### config.mk
export PLATFORM = sky130hd
export DESIGN_NAME = ex_muldiv
export DESIGN_NICKNAME = d
export VERILOG_FILES = /design/src/rtl/ex_muldiv.sv
export SDC_FILE = /design/constraint.sdc
export NUM_CORES = 1
export LEC_CHECK = 0
export BUFFER_PORTS_ARGS = -buffer_cell sky130_fd_sc_hd__buf_4
export CORE_UTILIZATION = 65
export DETAILED_ROUTE_END_ITERATION = 7
export GPL_ROUTABILITY_DRIVEN = 0
export PLACE_DENSITY = 0.91
export SLEW_MARGIN = 10
export SYNTH_ARGS = -nofsm -noshare
export SYNTH_HDL_FRONTEND = slang
export SYNTH_SLANG_ARGS = --single-unit
### constraint.sdc
create_clock -name clk -period 10.25 [get_ports clk]
set_clock_uncertainty 0.05 [all_clocks]
set_input_delay 0.5125 -clock clk [delete_from_list [all_inputs] [get_ports clk]]
set_output_delay 0.5125 -clock clk [all_outputs]
set_load 0.005 [all_outputs]
### src/rtl/ex_muldiv.sv
// Iterative radix-2 multiply/divide unit feeding the HI/LO registers; raises busy to stall the front end.
// Optional MULDIV_FAST_MUL_EN: MUL/MULU use a single-cycle multiplier and skip the iterative phase.
module ex_muldiv #(
    parameter int WIDTH = 32
) (
    input  logic             clk,
    input  logic             rst,
    input  logic             start,
    input  logic [1:0]       op,
    input  logic [WIDTH-1:0] opa,
    input  logic [WIDTH-1:0] opb,
    input  logic             flush,
    output logic             busy,
    output logic             done,
    output logic [WIDTH-1:0] hi,
    output logic [WIDTH-1:0] lo
);

    localparam int CW = $clog2(WIDTH);
    localparam logic [CW-1:0] LAST_STEP = CW'(WIDTH - 1);

    typedef enum logic [1:0] {
        IDLE = 2'd0,
        CALC = 2'd1,
        FIN  = 2'd2
    } state_t;

    state_t               r_state;
    state_t               w_next;
    logic [CW-1:0]        r_cnt;
    logic [2*WIDTH-1:0]   r_acc;
    logic [WIDTH-1:0]     r_mcand;
    logic [WIDTH-1:0]     r_opa;
    logic                 r_is_div;
    logic                 r_neg_q;
    logic                 r_neg_r;
    logic                 r_div_zero;
    logic [WIDTH-1:0]     r_hi;
    logic [WIDTH-1:0]     r_lo;
    logic                 r_busy;
    logic                 r_done;

    // Operand decode: sign flags and magnitudes captured on start.
    logic             w_is_div;
    logic             w_a_neg;
    logic             w_b_neg;
    logic [WIDTH-1:0] w_mag_a;
    logic [WIDTH-1:0] w_mag_b;
    logic             w_fast_sel;

    assign w_is_div = op[1];
    assign w_a_neg  = op[0] & opa[WIDTH-1];
    assign w_b_neg  = op[0] & opb[WIDTH-1];
    assign w_mag_a  = w_a_neg ? -opa : opa;
    assign w_mag_b  = w_b_neg ? -opb : opb;

`ifdef MULDIV_FAST_MUL_EN
    logic [2*WIDTH-1:0] w_fast_prod;
    assign w_fast_sel  = ~op[1];
    assign w_fast_prod = (2*WIDTH)'(w_mag_a) * (2*WIDTH)'(w_mag_b);
`else
    assign w_fast_sel  = 1'b0;
`endif

    logic w_capture;
    logic w_step;
    logic w_finish;

    assign w_capture = (r_state == IDLE) & start & ~flush;
    assign w_step    = (r_state == CALC) & ~flush;
    assign w_finish  = (r_state == FIN)  & ~flush;

    always_ff @(posedge clk or negedge rst) begin
        if (!rst) begin
            r_state <= IDLE;
        end else begin
            // NOTE: clocked state uses non-blocking assignments so every flop samples pre-edge values.
            r_state <= w_next;
        end
    end

    always_comb begin
        // NOTE: default assigned first so no path through this block leaves w_next unassigned (no latch).
        w_next = r_state;
        case (r_state)
            IDLE:    if (start) w_next = w_fast_sel ? FIN : CALC;
            CALC:    if (r_cnt == LAST_STEP) w_next = FIN;
            FIN:     w_next = IDLE;
            default: w_next = IDLE;
        endcase
        if (flush) w_next = IDLE;
    end

    // MUL step: acc holds {partial product, remaining multiplier bits}.
    logic [WIDTH:0]     w_mul_sum;
    logic [2*WIDTH-1:0] w_mul_next;

    assign w_mul_sum  = {1'b0, r_acc[2*WIDTH-1:WIDTH]} + {1'b0, r_mcand};
    assign w_mul_next = r_acc[0] ? {w_mul_sum, r_acc[WIDTH-1:1]}
                                 : {1'b0, r_acc[2*WIDTH-1:1]};

    // DIV step: acc holds {remainder, dividend/quotient}; remainder needs one extra bit after the shift.
    logic [WIDTH:0]     w_rem_sh;
    logic               w_rem_ge;
    logic [WIDTH-1:0]   w_rem_sub;
    logic [2*WIDTH-1:0] w_div_next;

    assign w_rem_sh   = r_acc[2*WIDTH-1:WIDTH-1];
    assign w_rem_ge   = w_rem_sh >= {1'b0, r_mcand};
    assign w_rem_sub  = w_rem_sh[WIDTH-1:0] - r_mcand;
    assign w_div_next = w_rem_ge ? {w_rem_sub, r_acc[WIDTH-2:0], 1'b1}
                                 : {w_rem_sh[WIDTH-1:0], r_acc[WIDTH-2:0], 1'b0};

    // Sign fix-up applied on the FIN cycle.
    logic [2*WIDTH-1:0] w_prod;
    logic [WIDTH-1:0]   w_quo;
    logic [WIDTH-1:0]   w_rem;
    logic [WIDTH-1:0]   w_res_hi;
    logic [WIDTH-1:0]   w_res_lo;

    assign w_prod = r_neg_q ? -r_acc : r_acc;
    assign w_quo  = r_neg_q ? -r_acc[WIDTH-1:0] : r_acc[WIDTH-1:0];
    assign w_rem  = r_neg_r ? -r_acc[2*WIDTH-1:WIDTH] : r_acc[2*WIDTH-1:WIDTH];

    always_comb begin
        w_res_hi = w_prod[2*WIDTH-1:WIDTH];
        w_res_lo = w_prod[WIDTH-1:0];
        if (r_is_div) begin
            if (r_div_zero) begin
                w_res_hi = r_opa;
                w_res_lo = '1;
            end else begin
                w_res_hi = w_rem;
                w_res_lo = w_quo;
            end
        end
    end

    always_ff @(posedge clk or negedge rst) begin
        if (!rst) begin
            r_cnt      <= '0;
            r_acc      <= '0;
            r_mcand    <= '0;
            r_opa      <= '0;
            r_is_div   <= 1'b0;
            r_neg_q    <= 1'b0;
            r_neg_r    <= 1'b0;
            r_div_zero <= 1'b0;
            r_hi       <= '0;
            r_lo       <= '0;
            r_busy     <= 1'b0;
            r_done     <= 1'b0;
        end else begin
            r_busy <= (w_next != IDLE);
            r_done <= w_finish;
            if (w_capture) begin
                r_cnt      <= '0;
                r_is_div   <= w_is_div;
                r_neg_q    <= w_a_neg ^ w_b_neg;
                r_neg_r    <= w_is_div & w_a_neg;
                r_div_zero <= w_is_div & (opb == '0);
                r_opa      <= opa;
                r_mcand    <= w_is_div ? w_mag_b : w_mag_a;
`ifdef MULDIV_FAST_MUL_EN
                r_acc      <= w_fast_sel ? w_fast_prod
                                         : {{WIDTH{1'b0}}, (w_is_div ? w_mag_a : w_mag_b)};
`else
                r_acc      <= {{WIDTH{1'b0}}, (w_is_div ? w_mag_a : w_mag_b)};
`endif
            end else if (w_step) begin
                r_cnt <= r_cnt + 1'b1;
                r_acc <= r_is_div ? w_div_next : w_mul_next;
            end
            if (w_finish) begin
                r_hi <= w_res_hi;
                r_lo <= w_res_lo;
            end
        end
    end

    assign busy = r_busy;
    assign done = r_done;
    assign hi   = r_hi;
    assign lo   = r_lo;

endmodule
==> results.txt <==
Total wire length = 59,310 µm
Crit path DAT = 4.77 ns
Initial antenna violation count = 2
P_int = 0.002470 W
Io pins = 136
Period utilization = 0.4261
CTS Buf Count = 24
Avg Vias per Cell = 7.000
Setup bufs post-CTS = 0
DRC violations left = 0
Vias = 17,590
Share of layout cells above drive strength 1 = 0.1049
Antenna Nets Post-Route = 0
Die area = 26,560 µm²
Final Setup Violations = 0
YS warnings = 0
Global route overflow = 0
Number of synthesized register bits = 205
Sequential area share after synthesis = 0.3046
Die Width = 163.0 µm
Net switching power = 0.002353 W
Worst R2R End = r_acc[59]$_DFFE_PN0P_
First-pass GRT wire length = 91,360 µm
Fillers = 1,808
Minimum clock period = 4.368 ns
Synth top area share = 0.3046
Slew @ Worst Pin = 1.110 ns
CTS resizes = 0
Post-Synthesis Cells = 2,141
Core Util, Final = 0.7324
Synth area leader = dfrtp_1
Initial drt markers = 2,976
Max-cap violations = 0
FF-to-FF Start = r_acc[32]$_DFFE_PN0P_
Synthesized area per cell = 7.867 µm²
Async SR Flop Fraction = 1.000
Clock root buffer = clkbuf_16
Post-synth net total = 2,283
Number of global-route vias before repair = 16,273
WP data required = 10.65 ns
Total GRT Usage = 0.4439
Worst-Skew Late Latency = 0.56 ns
Worst setup SP type = flop
Slew Limit Fails = 0
Main synth FF type = dfrtp_1
Reg-to-reg setup timing slack = 5.88 ns
Leak pwr = 8.156 nW
Clock buffer depth = 3
Sw frac = 0.4878
Row cnt = 58
Flop pwr share = 0.278
DIE HEIGHT = 163.0 µm
Logic gate share of total power = 0.542
Total Power = 0.004823 W
Clk pwr share = 0.180
WL per Instance = 23.60 µm
Worst Hold Path EP = r_opa[19]$_DFFE_PN0P_
Synth top area cells = dfrtp_1 30%, nand2_1 6.8%, o21ai_0 6.7%
Crit path max fanout = 11
Hold Crit Class = input pin to flop
Final-report hold violation count = 0
H-tree depth = 1
Clock slew at reported path FFs = 0.07 ns
Maximum clock rate = 228.9 MHz
Status = completed
Min-delay src = opa[19]
Layout net count = 2,308
Worst Hold Path Cells = 3
Synthesized cell area = 16,840 µm²
Post-synthesis cell type count = 81
Worst R2R Path Depth = 12
Synth-to-layout area growth = 10.13%
CTS Hold Bufs = 1
Setup CP Type = flop to flop
CTS Sinks = 205
Pin count of the biggest net entering global routing = 105
Pre-CTS setup slack = 6.116 ns
Count of buffers from port buffering = 135
Worst setup EP type = flop
DP HPWL = 41,600 µm
Setup TNS = 0 ns
RSZ-0062 raised after global routing = false
Initial Util = 0.6650
CTS tree = done
Worst IR Drop VDD = 0.0001343 V
Drt first pass iters = 7
Final WS setup = 5.882 ns
Core area = 25,330 µm²
Post-synth EDFFs = 0
Worst rel slew slack = 0.2602
Power Dens Cells = 260.0 nW/µm²
-- cells in the final DEF (no fill, tap or decap), types with 8 or more instances in the layout --
master / instances
a211oi_1: 26
a21o_1: 28
a21oi_1: 188
a22o_1: 15
a31oi_1: 16
a32o_1: 13
and2_1: 17
and3_1: 9
buf_4: 151
clkbuf_16: 24
dfrtp_1: 203
ha_1: 70
inv_1: 67
mux2i_1: 67
nand2_1: 305
nand2b_1: 16
nand3_1: 23
nand4_1: 13
nor2_1: 181
nor2b_1: 10
nor3_1: 26
nor4_1: 10
o211ai_1: 21
o21ai_0: 223
o221ai_1: 11
o22a_1: 10
o22ai_1: 8
o31ai_1: 37
o41ai_1: 15
or2_2: 8
or3_1: 28
or4_1: 15
xnor2_1: 104
xor2_1: 98
-- logic make-up after synthesis --
logic type / share of synthesized area
XOR/XNOR: 0.1050
multiplexers: 0.04383
AND/OR/NAND/NOR: 0.1895
buffers and inverters: 0.05483
flip-flops: 0.3046
AO/OA/AOI/OAI: 0.2478
adder cells (fa/ha/maj): 0.05438
-- layer usage --
| layer | global-route usage | routed length [µm] | vias to the layer above |
|---|---|---|---|
| met4 | 0.2774 | 4600 | 2 |
| met3 | 0.1439 | 8640 | 334 |
| met2 | 0.6484 | 24820 | 1468 |
| met5 | 0 | 15 | - |
| met1 | 0.5660 | 21230 | 8117 |
| li1 | - | - | 7669 |
-- worst max-delay path by stage --
stage / startpoint / to / slack [ns] / cells after the start
2_1_floorplan: r_acc[55]$_DFFE_PN0P_ / r_acc[50]$_DFFE_PN0P_ / 7.01 / 12
3_3_place_gp: r_acc[32]$_DFFE_PN0P_ / r_acc[59]$_DFFE_PN0P_ / 6.24 / 12
3_5_place_dp: r_acc[32]$_DFFE_PN0P_ / r_acc[59]$_DFFE_PN0P_ / 6.12 / 12
4_1_cts: r_acc[32]$_DFFE_PN0P_ / r_acc[59]$_DFFE_PN0P_ / 6.04 / 12
5_1_grt: r_acc[32]$_DFFE_PN0P_ / r_acc[59]$_DFFE_PN0P_ / 5.61 / 12
6_report: r_acc[32]$_DFFE_PN0P_ / r_acc[59]$_DFFE_PN0P_ / 5.88 / 12
-- power by group through the flow --
stage                     clock network (W)  logic (W)  registers (W)
after CTS                          0.000860    0.00250        0.00130
after floorplan                           0    0.00202        0.00108
final                              0.000868    0.00261        0.00134
after global routing               0.000887    0.00282        0.00134
after global placement                    0    0.00238        0.00130
after detailed placement                  0    0.00246        0.00131
-- cell usage after synthesis, types with 6 or more instances --
master,number
nand2_1,305
o21ai_0,224
dfrtp_1,205
a21oi_1,190
nor2_1,182
clkbuf_1,133
xnor2_1,104
xor2_1,98
ha_1,70
inv_1,67
mux2i_1,67
o31ai_1,37
a21o_1,28
or3_1,28
a211oi_1,26
nor3_1,26
nand3_1,23
o211ai_1,21
and2_1,17
a31oi_1,16
nand2b_1,16
a22o_1,15
o41ai_1,15
or4_1,15
a32o_1,13
nand4_1,13
o221ai_1,11
nor2b_1,10
nor4_1,10
o22a_1,10
and3_1,9
o22ai_1,8
or2_2,8
buf_1,7
a41oi_1,6
mux2_2,6
-- worst max-delay path, stage by stage (launching register included) --
cell and delay [ns]:
dfrtp_1 0.56, ha_1 0.24, inv_1 0.06, fa_1 0.39
nor2b_1 0.21, o31ai_1 0.16, a211oi_1 0.61, a21oi_1 0.30
o31ai_1 0.77, a31oi_1 0.26, xnor2_1 0.20, o221ai_1 0.14
a211oi_1 0.30
-- flip-flops by register name, summed over array words and instances (netlist names) --
| signal | cells |
|---|---|
| r_acc | 64 |
| hi | 32 |
| lo | 32 |
| r_mcand | 32 |
| r_opa | 32 |
| r_cnt | 5 |
| r_state | 2 |
| busy | 1 |
| done | 1 |
| r_div_zero | 1 |
| r_is_div | 1 |
| r_neg_q | 1 |
| r_neg_r | 1 |
-- final cells by class --
type / instances / area, µm² / share of cell area
multi-input combinational: 1714 / 10820 / 0.5831
inverter: 68 / 255.2 / 0.01376
antenna: 1 / 2.502 / 0.0001349
tap: 330 / 412.9 / 0.02226
clock buffer: 32 / 670.6 / 0.03616
clock inverter: 10 / 98.84 / 0.005329
sequential: 205 / 5135 / 0.2768
timing repair buffer: 153 / 1157 / 0.06239
-- stage by stage --
step / instance area (µm²) / hold slack, ns / cells
6_report: 18550 / 0.1268 / 2513
3_3_place_gp: 17770 / 0.4118 / 2469
3_5_place_dp: 17770 / 0.4191 / 2469
2_1_floorplan: 16840 / 0.1669 / 2141
5_1_grt: 18550 / 0.1572 / 2512
4_1_cts: 18550 / 0.1306 / 2512
No activity file was read; power rests on OpenSTA's default activity.
